===== src/rtl/id_ex_control_reg_pkg.sv =====
// Shared types and constants for the ID-stage main decoder and the ID/EX
// control pipeline register of the pipelined MIPS core.
package id_ex_control_reg_pkg;

  localparam int OPW  = 6;
  localparam int AOPW = 2;

  localparam logic [OPW-1:0] OP_RTYPE = 6'b000000;
  localparam logic [OPW-1:0] OP_LW    = 6'b100011;
  localparam logic [OPW-1:0] OP_SW    = 6'b101011;
  localparam logic [OPW-1:0] OP_ADDI  = 6'b001000;
  localparam logic [OPW-1:0] OP_BEQ   = 6'b000100;
  localparam logic [OPW-1:0] OP_BNE   = 6'b000101;
  localparam logic [OPW-1:0] OP_J     = 6'b000010;

  // 2'b11 is reserved and never produced by the decoder.
  localparam logic [AOPW-1:0] ALUOP_ADD = 2'b00;
  localparam logic [AOPW-1:0] ALUOP_BR  = 2'b01;
  localparam logic [AOPW-1:0] ALUOP_R   = 2'b10;

  typedef struct packed {
    logic [AOPW-1:0] alu_op;
    logic            reg_dst;
    logic            alu_src;
    logic            mem_read;
    logic            mem_write;
    logic            mem_to_reg;
    logic            reg_write;
    logic            branch;
    logic            branch_ne;
    logic            jump;
  } ctrl_t;

  localparam ctrl_t BUBBLE = '0;

  // Full contents of the ID/EX control register.
  typedef struct packed {
    logic           valid;
    ctrl_t          ctrl;
    logic [OPW-1:0] funct;
    logic           illegal;
  } stage_t;

  localparam stage_t STAGE_BUBBLE = '0;

  // True when a bundle would both write the register file and store.
  function automatic logic ctrl_write_conflict(input ctrl_t c);
    return c.reg_write & c.mem_write;
  endfunction

endpackage


===== src/rtl/id_ex_control_reg_main_decoder.sv =====
// Combinational MIPS main decoder: opcode in, datapath control bundle and
// an illegal-opcode flag out. Unlisted opcodes decode to an all-zero bundle.
module main_decoder
  import id_ex_control_reg_pkg::*;
(
  input  logic [OPW-1:0] opcode_i,
  output ctrl_t          ctrl_o,
  output logic           illegal_o
);

  always_comb begin
    ctrl_o    = BUBBLE;
    illegal_o = 1'b0;
    unique case (opcode_i)
      OP_RTYPE: begin
        ctrl_o.reg_dst   = 1'b1;
        ctrl_o.reg_write = 1'b1;
        ctrl_o.alu_op    = ALUOP_R;
      end
      OP_LW: begin
        ctrl_o.alu_src    = 1'b1;
        ctrl_o.mem_read   = 1'b1;
        ctrl_o.mem_to_reg = 1'b1;
        ctrl_o.reg_write  = 1'b1;
        ctrl_o.alu_op     = ALUOP_ADD;
      end
      OP_SW: begin
        ctrl_o.alu_src   = 1'b1;
        ctrl_o.mem_write = 1'b1;
        ctrl_o.alu_op    = ALUOP_ADD;
      end
      OP_ADDI: begin
        ctrl_o.alu_src   = 1'b1;
        ctrl_o.reg_write = 1'b1;
        ctrl_o.alu_op    = ALUOP_ADD;
      end
      OP_BEQ: begin
        ctrl_o.branch = 1'b1;
        ctrl_o.alu_op = ALUOP_BR;
      end
      OP_BNE: begin
        ctrl_o.branch    = 1'b1;
        ctrl_o.branch_ne = 1'b1;
        ctrl_o.alu_op    = ALUOP_BR;
      end
      OP_J: begin
        ctrl_o.jump   = 1'b1;
        ctrl_o.alu_op = ALUOP_ADD;
      end
      default: illegal_o = 1'b1;
    endcase
  end

endmodule


===== src/rtl/id_ex_control_reg.sv =====
// ID/EX control pipeline register: decodes the ID instruction and registers
// the control bundle plus funct into EX, with stall (hold) and flush (bubble).
module id_ex_control_reg
  import id_ex_control_reg_pkg::*;
(
  input  logic            clk,
  input  logic            rst,
  input  logic            id_valid,
  input  logic [31:0]     id_inst,
  input  logic            stall,
  input  logic            flush,
  output logic            ex_valid,
  output logic [AOPW-1:0] ex_alu_op,
  output logic [OPW-1:0]  ex_funct,
  output logic            ex_reg_dst,
  output logic            ex_alu_src,
  output logic            ex_mem_read,
  output logic            ex_mem_write,
  output logic            ex_mem_to_reg,
  output logic            ex_reg_write,
  output logic            ex_branch,
  output logic            ex_branch_ne,
  output logic            ex_jump,
  output logic            ex_illegal
);

  ctrl_t  dec_ctrl;
  logic   dec_illegal;
  stage_t stage_q, stage_d;

  // Only opcode and funct fields matter to control; the rest belongs to EX.
  logic unused_inst_bits;
  assign unused_inst_bits = ^id_inst[25:6];

  main_decoder u_main_decoder (
    .opcode_i  (id_inst[31:26]),
    .ctrl_o    (dec_ctrl),
    .illegal_o (dec_illegal)
  );

  // Update priority: flush beats stall, stall holds everything (including
  // illegal), an empty ID slot loads a bubble, otherwise load the decode.
  always_comb begin
    stage_d = stage_q;
    if (flush) begin
      stage_d = STAGE_BUBBLE;
    end else if (stall) begin
      stage_d = stage_q;
    end else if (!id_valid) begin
      stage_d = STAGE_BUBBLE;
    end else begin
      stage_d.valid   = 1'b1;
      stage_d.ctrl    = dec_ctrl;
      stage_d.funct   = id_inst[5:0];
      stage_d.illegal = dec_illegal;
    end
  end

  always_ff @(posedge clk or posedge rst) begin
    if (rst) begin
      stage_q <= STAGE_BUBBLE;
    end else begin
      stage_q <= stage_d;
    end
  end

  assign ex_valid      = stage_q.valid;
  assign ex_alu_op     = stage_q.ctrl.alu_op;
  assign ex_funct      = stage_q.funct;
  assign ex_reg_dst    = stage_q.ctrl.reg_dst;
  assign ex_alu_src    = stage_q.ctrl.alu_src;
  assign ex_mem_read   = stage_q.ctrl.mem_read;
  assign ex_mem_write  = stage_q.ctrl.mem_write;
  assign ex_mem_to_reg = stage_q.ctrl.mem_to_reg;
  assign ex_reg_write  = stage_q.ctrl.reg_write;
  assign ex_branch     = stage_q.ctrl.branch;
  assign ex_branch_ne  = stage_q.ctrl.branch_ne;
  assign ex_jump       = stage_q.ctrl.jump;
  assign ex_illegal    = stage_q.illegal;

  a_alu_op_never_reserved: assert property (
    @(posedge clk) disable iff (rst) stage_q.ctrl.alu_op != 2'b11);

  a_no_write_and_store: assert property (
    @(posedge clk) disable iff (rst) !ctrl_write_conflict(stage_q.ctrl));

  a_illegal_implies_valid: assert property (
    @(posedge clk) disable iff (rst) stage_q.illegal |-> stage_q.valid);

endmodule


===== config.mk =====
export PLATFORM = sky130hd
export DESIGN_NAME = id_ex_control_reg
export DESIGN_NICKNAME = d
export VERILOG_FILES = /design/src/rtl/id_ex_control_reg_pkg.sv /design/src/rtl/id_ex_control_reg_main_decoder.sv /design/src/rtl/id_ex_control_reg.sv
export SDC_FILE = /design/constraint.sdc
export NUM_CORES = 1
export LEC_CHECK = 0
export BUFFER_PORTS_ARGS = -buffer_cell sky130_fd_sc_hd__buf_2
export CAP_MARGIN = 20
export CORE_AREA = 2 2 51 53
export DETAILED_ROUTE_END_ITERATION = 6
export DIE_AREA = 0 0 53 55
export PLACE_DENSITY_LB_ADDON = 0.25
export SETUP_SLACK_MARGIN = 0.05
export SLEW_MARGIN = 20
export SYNTH_ARGS = -nofsm -noshare
export SYNTH_HDL_FRONTEND = slang
export SYNTH_HIERARCHICAL = 1
export SYNTH_SLANG_ARGS = --single-unit

===== constraint.sdc =====
create_clock -name clk -period 0.85 [get_ports clk]
set_input_delay 0.0425 -clock clk [delete_from_list [all_inputs] [get_ports clk]]
set_output_delay 0.0425 -clock clk [all_outputs]
set_load 0.02 [all_outputs]

==> results.md, run 1 <==
* Largest stage delay, worst path at 420 ps
* Cell depth of the worst setup path at 1
* Post-synthesis async set-or-reset flop share at 100%
* Clock Tree Buf Depth at 2
* Number of top-level design ports at 56
* Worst-case vdd ir drop at 0.00109 V
* Number of setup violations in the final report at 19
* Overall track demand over capacity in global routing at 17.4%
* Maximum number of pins on one net before global-route repair at 21
* GPL Wtd Cong at 0.783
* Total number of vias at 871
* Endpoints failing hold at 0
* Number of nets with antenna violations after routing at 0
* Syn Nets at 125
* DRC violations left at 0
* Library cell occupying the most area in the post-synthesis netlist: sky130_fd_sc_hd__dfrtp_1
* Critical Path Source Type: flip-flop
* Buffer type at the clock tree root: sky130_fd_sc_hd__clkbuf_4
* Relative slew slack at 56.3%
* Critical path capture point type: output port
* Worst min-delay path startpoint: id_inst[4]
* Count of state elements after synthesis at 19
* Count of filler cells inserted in the layout at 200
* Transition time of the tightest slew-check pin at 654 ps
* Drt wl/cell at 13.8 microns
* Via count of the first global-routing pass at 841
* Run status: finished with violations
* Mean instance size in the synthesized netlist at 10.7 sq um
* TritonCTS clock tree: yes
* Detailed route wirelength on metal3 at 105 microns
* Number of buffers created by CTS at 3
* Number of unique standard cell types used by synthesis at 28
* Number of maximum-capacitance violations at 0
* Final worst path period share at 106%
* Global-route wire length before repair at 3660 microns
* Setup TNS at -721 ps
* Number of DRC markers in iteration 0 at 7
* Worst endpoint data arrival time at 860 ps
* Number of buffers and inverters on the critical path at 1
* Most common flop cell mapped by yosys: sky130_fd_sc_hd__dfrtp_1
* Number of optimization iterations in the first detailed-route pass at 4
* Violations in the final reports: negative setup slack
* Clock sink count at 19
* Number of cells traversed by the worst register-to-register path at 2
* Total half-perimeter wirelength after legalization and detailed placement at 1590 microns
* Leading cell type in the layout, fill and taps excluded: sky130_fd_sc_hd__buf_6
* Count of port buffers added during placement at 35
* Reg2reg start: ex_illegal
* Final worst clock skew at 0 ps
* Crit Path Class: reg -> out
* Syn Std Cell Area at 942 sq um
* Smallest setup slack after layout at -54.2 ps
* Detailed-routed wire length on met2 at 1190 microns
* CORE AREA at 2360 sq um
* P_leak at 0.677 nW
* Clock transition time at the flip-flop clock pins of the worst setup and hold paths at 120 ps
* Antenna violations before repair at 0
* Share of synthesized area occupied by flip-flops and latches at 50.5%
* Routed length on met1 at 1060 microns
* Design Area, Final at 1510 sq um
* Number of flip-flops in the largest register at 6
* Synth-to-Final Area Change at 60.6%
* Full die area at 2920 sq um
* Post-Layout Cell Count at 171
* Cells after synthesis at 88
* Effective utilization at floorplan at 39.8%
* Final routed wirelength across all metal layers at 2350 microns
* Ratio of routed vias to standard cells at 5.09
* Layout cells sized above 1 at 49.6%
* Max Fclk at 1.11 GHz
* Instance area at placement at 1220 sq um
* Cell Chain, Critical Path: buf_6
* Type of the most critical hold path: in -> reg
* H-tree depth at 1
* Yosys warns at 6
* Post-route total power at 1.76 mW
* Critical-path maximum fanout at 2
* Top cells by area, synth: sky130_fd_sc_hd__dfrtp_1 50%, sky130_fd_sc_hd__a32o_1 9.6%, sky130_fd_sc_hd__nand3b_1 7.2%, sky130_fd_sc_hd__a21oi_1 4.8%, sky130_fd_sc_hd__nand2_1 4.0%
* # diodes at 0
* Vertical die dimension at 55 microns
* CP required at 810 ps
* Launching element of the worst setup path: ex_illegal
* Power Dens Cells at 1160 nW/um^2
* Nets@finish at 179
* Clk_lat worst skew at 300 ps
* RSZ-0062 raised after global routing: true
* Final global-route overflow total at 0
* Commonest non-fill, non-tap cells in the layout: 24 x sky130_fd_sc_hd__buf_6, 19 x sky130_fd_sc_hd__dfrtp_1, 15 x sky130_fd_sc_hd__buf_4
* Number of stages on the worst hold path at 3
* Worst-path cell with the longest stage delay: sky130_fd_sc_hd__dfrtp_1
* Row count at 18
* Number of pins with negative max-slew slack in the final report at 0
* CP top delay family: flip-flops
* Count of placed standard cells including taps at 157
* Share of the synthesized area in the top cell type at 50.5%
* Top sig layer: met3
* Number of enable flip-flop cells after synthesis at 0
* Fin crit period at 904 ps
* Width of the die at 53 microns
-- area by class of cell --
cell class	count	area [sq um]	area share [%]
sequential	19	475	31.4
multi-input combinational	58	457	30.2
timing repair buffer	58	508	33.6
inverter	2	7.51	0.496
clock inverter	1	5.00	0.331
tap	30	37.5	2.48
clock buffer	3	22.5	1.49
-- cells by family after synthesis --
kind of cell / share of synthesized area, %
multiplexers: 1.06
AND/OR/NAND/NOR: 22.4
AO/OA/AOI/OAI: 18.9
buffers and inverters: 7.17
flip-flops: 50.5
-- cell usage after synthesis (2+ instances only) --
library cell,n
sky130_fd_sc_hd__a32o_1,9
sky130_fd_sc_hd__nor2b_1,2
sky130_fd_sc_hd__nor4_1,2
sky130_fd_sc_hd__nand2_1,10
sky130_fd_sc_hd__nor3_1,3
sky130_fd_sc_hd__buf_2,3
sky130_fd_sc_hd__dfrtp_1,19
sky130_fd_sc_hd__nand3b_1,9
sky130_fd_sc_hd__a21oi_1,9
sky130_fd_sc_hd__buf_4,4
-- through the flow --
step	utilization [%]	setup slack, ps	hold slack, ps
after global placement	51.6	-300	67.6
after CTS	62.3	-53.7	13.7
final	64.0	-54.2	15.4
after detailed placement	51.6	-334	77.4
after global routing	64.0	-96.8	13.8
after floorplan	-	-238	-6.37
-- tightest hold or removal path, cell delays in order --
cell and delay (ps):
sky130_fd_sc_hd__buf_2 100, sky130_fd_sc_hd__nand3b_1 70, sky130_fd_sc_hd__a21oi_1 70
-- routing by layer --
| metal | vias up | global-route usage, % |
|---|---|---|
| met5 | - | 0 |
| met4 | 0 | 6.41 |
| met3 | 0 | 3.49 |
| met2 | 22 | 28.7 |
| met1 | 418 | 22.6 |
| li1 | 431 | - |
-- path summary, 6_finish.rpt --
path	endpoint	slack, ps
min in group asynchronous	ex_funct[5]	300
max reg2reg	ex_illegal	0
min reg2reg	ex_funct[2]	520
max	ex_illegal	-50
min	ex_funct[4]	20
max in group asynchronous	ex_alu_src	350
-- what timing repair did --
action / in CTS / in global routing
hold endpoints to repair: 24 / 0
endpoints found under the setup margin: 23 / 24
pin swaps: 2 / 6
hold buffers: 6 / 0
setup buffers: 3 / 2
gates resized for setup: 42 / 9
-- power by group --
| part | switching (mW) | internal [mW] | total, mW |
|---|---|---|---|
| Sequential | 0.0134 | 0.921 | 0.935 |
| Clock | 0.298 | 0.175 | 0.473 |
| Combinational | 0.177 | 0.175 | 0.353 |
| Total | 0.489 | 1.27 | 1.76 |
Power figures use the tool's default switching activity.
==> run 2, diff against run 1 <==
- ABC_AREA: unset -> 1
- CORE_AREA: 2 2 51 53 -> 2 2 53 55
- DIE_AREA: 0 0 53 55 -> 0 0 55 57
- GPL_TIMING_DRIVEN: unset -> 0
- HOLD_SLACK_MARGIN: unset -> 0.08
==> results.md, run 2 <==
* Run status: finished with violations
* Violations in the final reports: negative hold slack, negative setup slack
* Cells after synthesis at 153
* Type of the most critical hold path: in -> async
* Yosys warns at 6
* Library cell occupying the most area in the post-synthesis netlist: sky130_fd_sc_hd__dfrtp_1
* Number of buffers created by CTS at 3
* CORE AREA at 2620 sq um
* Count of state elements after synthesis at 19
* Top cells by area, synth: sky130_fd_sc_hd__dfrtp_1 43%, sky130_fd_sc_hd__nand2_1 26%, sky130_fd_sc_hd__nor2_1 8.6%, sky130_fd_sc_hd__nand3_2 3.7%, sky130_fd_sc_hd__buf_4 3.4%
* Total half-perimeter wirelength after legalization and detailed placement at 1730 microns
* Combinational family with the most area after synthesis: simple AND/OR/NAND/NOR gates
* Relative slew slack at 52.1%
* GRT met1 Usage at 21.7%
* Clock sink count at 19
* TritonCTS clock tree: yes
* Synth-to-Final Area Change at 49.1%
* Number of DRC markers in iteration 0 at 20
* Crit Path Class: reg -> out
* Largest stage delay, worst path at 420 ps
* Full die area at 3140 sq um
* H-tree depth at 1
* DRC violations left at 0
* Number of flip-flops in the largest register at 6
* Transition time of the tightest slew-check pin at 717 ps
* Most common flop cell mapped by yosys: sky130_fd_sc_hd__dfrtp_1
* Clk_lat worst skew at 290 ps
* Row count at 19
* Clock Tree Buf Depth at 2
* Global-route wire length before repair at 4430 microns
* Number of pins with negative max-slew slack in the final report at 0
* GPL Wtd Cong at 0.746
* Number of nets with antenna violations after routing at 0
* Overall track demand over capacity in global routing at 18.9%
* Syn Std Cell Area at 1090 sq um
* Vertical die dimension at 57 microns
* Critical-path maximum fanout at 2
* Clock transition time at the flip-flop clock pins of the worst setup and hold paths at 110 ps
* Effective utilization at floorplan at 41.9%
* Syn Nets at 190
* Post-synthesis async set-or-reset flop share at 100%
* Leading cell type in the layout, fill and taps excluded: sky130_fd_sc_hd__nand2_1
* Final worst clock skew at 0 ps
* Worst-case vdd ir drop at 0.000838 V
* # diodes at 0
* Reg2Reg Setup Slack at 100 ps
* Nets@finish at 249
* Number of enable flip-flop cells after synthesis at 0
* Total number of vias at 1085
* Total area of multi-input combinational cells at 497 sq um
* Number of top-level design ports at 56
* Width of the die at 55 microns
* Commonest non-fill, non-tap cells in the layout: 77 x sky130_fd_sc_hd__nand2_1, 25 x sky130_fd_sc_hd__nor2_1, 21 x sky130_fd_sc_hd__buf_6
* Share of cell area taken by muxes after synthesis at 0%
* RSZ-0062 raised after global routing: true
* Post-synthesis share of cell area spent on xor and xnor gates at 0%
* Most crowded layer after global routing: met2
* Critical Path Source Type: flip-flop
* Power Dens Cells at 1090 nW/um^2
* Share of the synthesized area in the top cell type at 43.4%
* Layout cells sized above 1 at 32.7%
* Endpoints failing hold at 19
* Drt wl/cell at 10.8 microns
* Share of synthesized area occupied by flip-flops and latches at 43.4%
* Smallest setup slack after layout at -42.0 ps
* Pre-CTS worst setup slack at -151 ps
* Mean instance size in the synthesized netlist at 7.16 sq um
* Max Fclk at 1.12 GHz
* Count leader, synth: sky130_fd_sc_hd__nand2_1
* Ratio of routed vias to standard cells at 4.48
* Synth Area in Compound Gates at 0%
* Cell Chain, Critical Path: buf_6
* Number of setup violations in the final report at 19
* Antenna violations before repair at 0
* Number of maximum-capacitance violations at 0
* Via count of the first global-routing pass at 1081
* Fraction of the mapped netlist area in adder cells at 0%
* P_leak at 0.950 nW
* Met3 usage in global routing at 3.66%
* Worst endpoint data arrival time at 850 ps
* Maximum number of pins on one net before global-route repair at 20
* Worst-path cell with the longest stage delay: sky130_fd_sc_hd__dfrtp_1
* CP required at 810 ps
* Final global-route overflow total at 0
* Number of unique standard cell types used by synthesis at 18
* Final routed wirelength across all metal layers at 2620 microns
* Met2 routing resource usage after global routing at 34.0%
* Reg area at 475 sq um
* Final worst path period share at 105%
* Count of port buffers added during placement at 33
* Number of buffers and inverters on the critical path at 1
* Simple-gate portion of the synthesized area at 45.4%
* Cell types with the highest counts after synthesis: 77 x sky130_fd_sc_hd__nand2_1, 25 x sky130_fd_sc_hd__nor2_1, 19 x sky130_fd_sc_hd__dfrtp_1
* Count of filler cells inserted in the layout at 253
* Critical path capture point type: output port
* CP top delay family: flip-flops
* Number of optimization iterations in the first detailed-route pass at 4
* Fin crit period at 892 ps
* Buffer type at the clock tree root: sky130_fd_sc_hd__clkbuf_4
* Min Hold Slack at -153 ps
==> run 2: path summary, 6_finish.rpt <==
kind | start | end | depth (start not counted)
max | ex_funct[2] | ex_funct[2] | 1
min in group clk | id_valid | ex_branch_ne | 5
min | rst | ex_reg_dst | 2
min reg2reg | ex_valid | ex_valid | 2
max in group asynchronous | rst | ex_funct[1] | 2
max reg2reg | ex_funct[3] | ex_funct[3] | 3
==> run 2: cell families (layout without fill, tap and decap cells) <==
family,Yosys count,in the layout
and+or+nand+nor,115,115
buffers and inverters,19,77
DFF,19,19
==> run 2: layer usage <==
layer  vias up  wire [microns]
li1        567               -
met1       492            1110
met2        24            1410
met3         2              93
met4         0              10
met5         -               0
==> run 2: repair_timing <==
action	CTS	global route
pin swaps	0	0
hold endpoints to repair	31	20
setup endpoints to repair	19	26
buffers inserted	9	2
hold buffers	9	1
gates resized for setup	38	2
==> run 2: cell type report <==
type                            count  share of cell area, %
Buffer                              8                   4.44
Clock buffer                        4                   1.61
Inverter                           11                   3.30
Multi-Input combinational cell    115                   30.4
Sequential cell                    19                   29.1
Tap cell                           31                   2.38
Timing Repair Buffer               54                   28.7
==> run 2: metrics by stage <==
step	TNS (ps)	area (sq um)	cells	total power [mW]	utilization [%]
2_1_floorplan	0	1090	153	1.15	-
3_3_place_gp	-221	1300	217	1.24	49.7
3_5_place_dp	-433	1300	217	1.25	49.7
4_1_cts	-721	1600	239	1.79	61.2
5_1_grt	-1310	1630	242	1.88	62.4
6_report	-527	1630	242	1.79	62.4
==> run 2: power breakdown <==
group	switching (mW)	internal [mW]
combinational	0.205	0.175
clock	0.280	0.183
sequential	0.0166	0.927
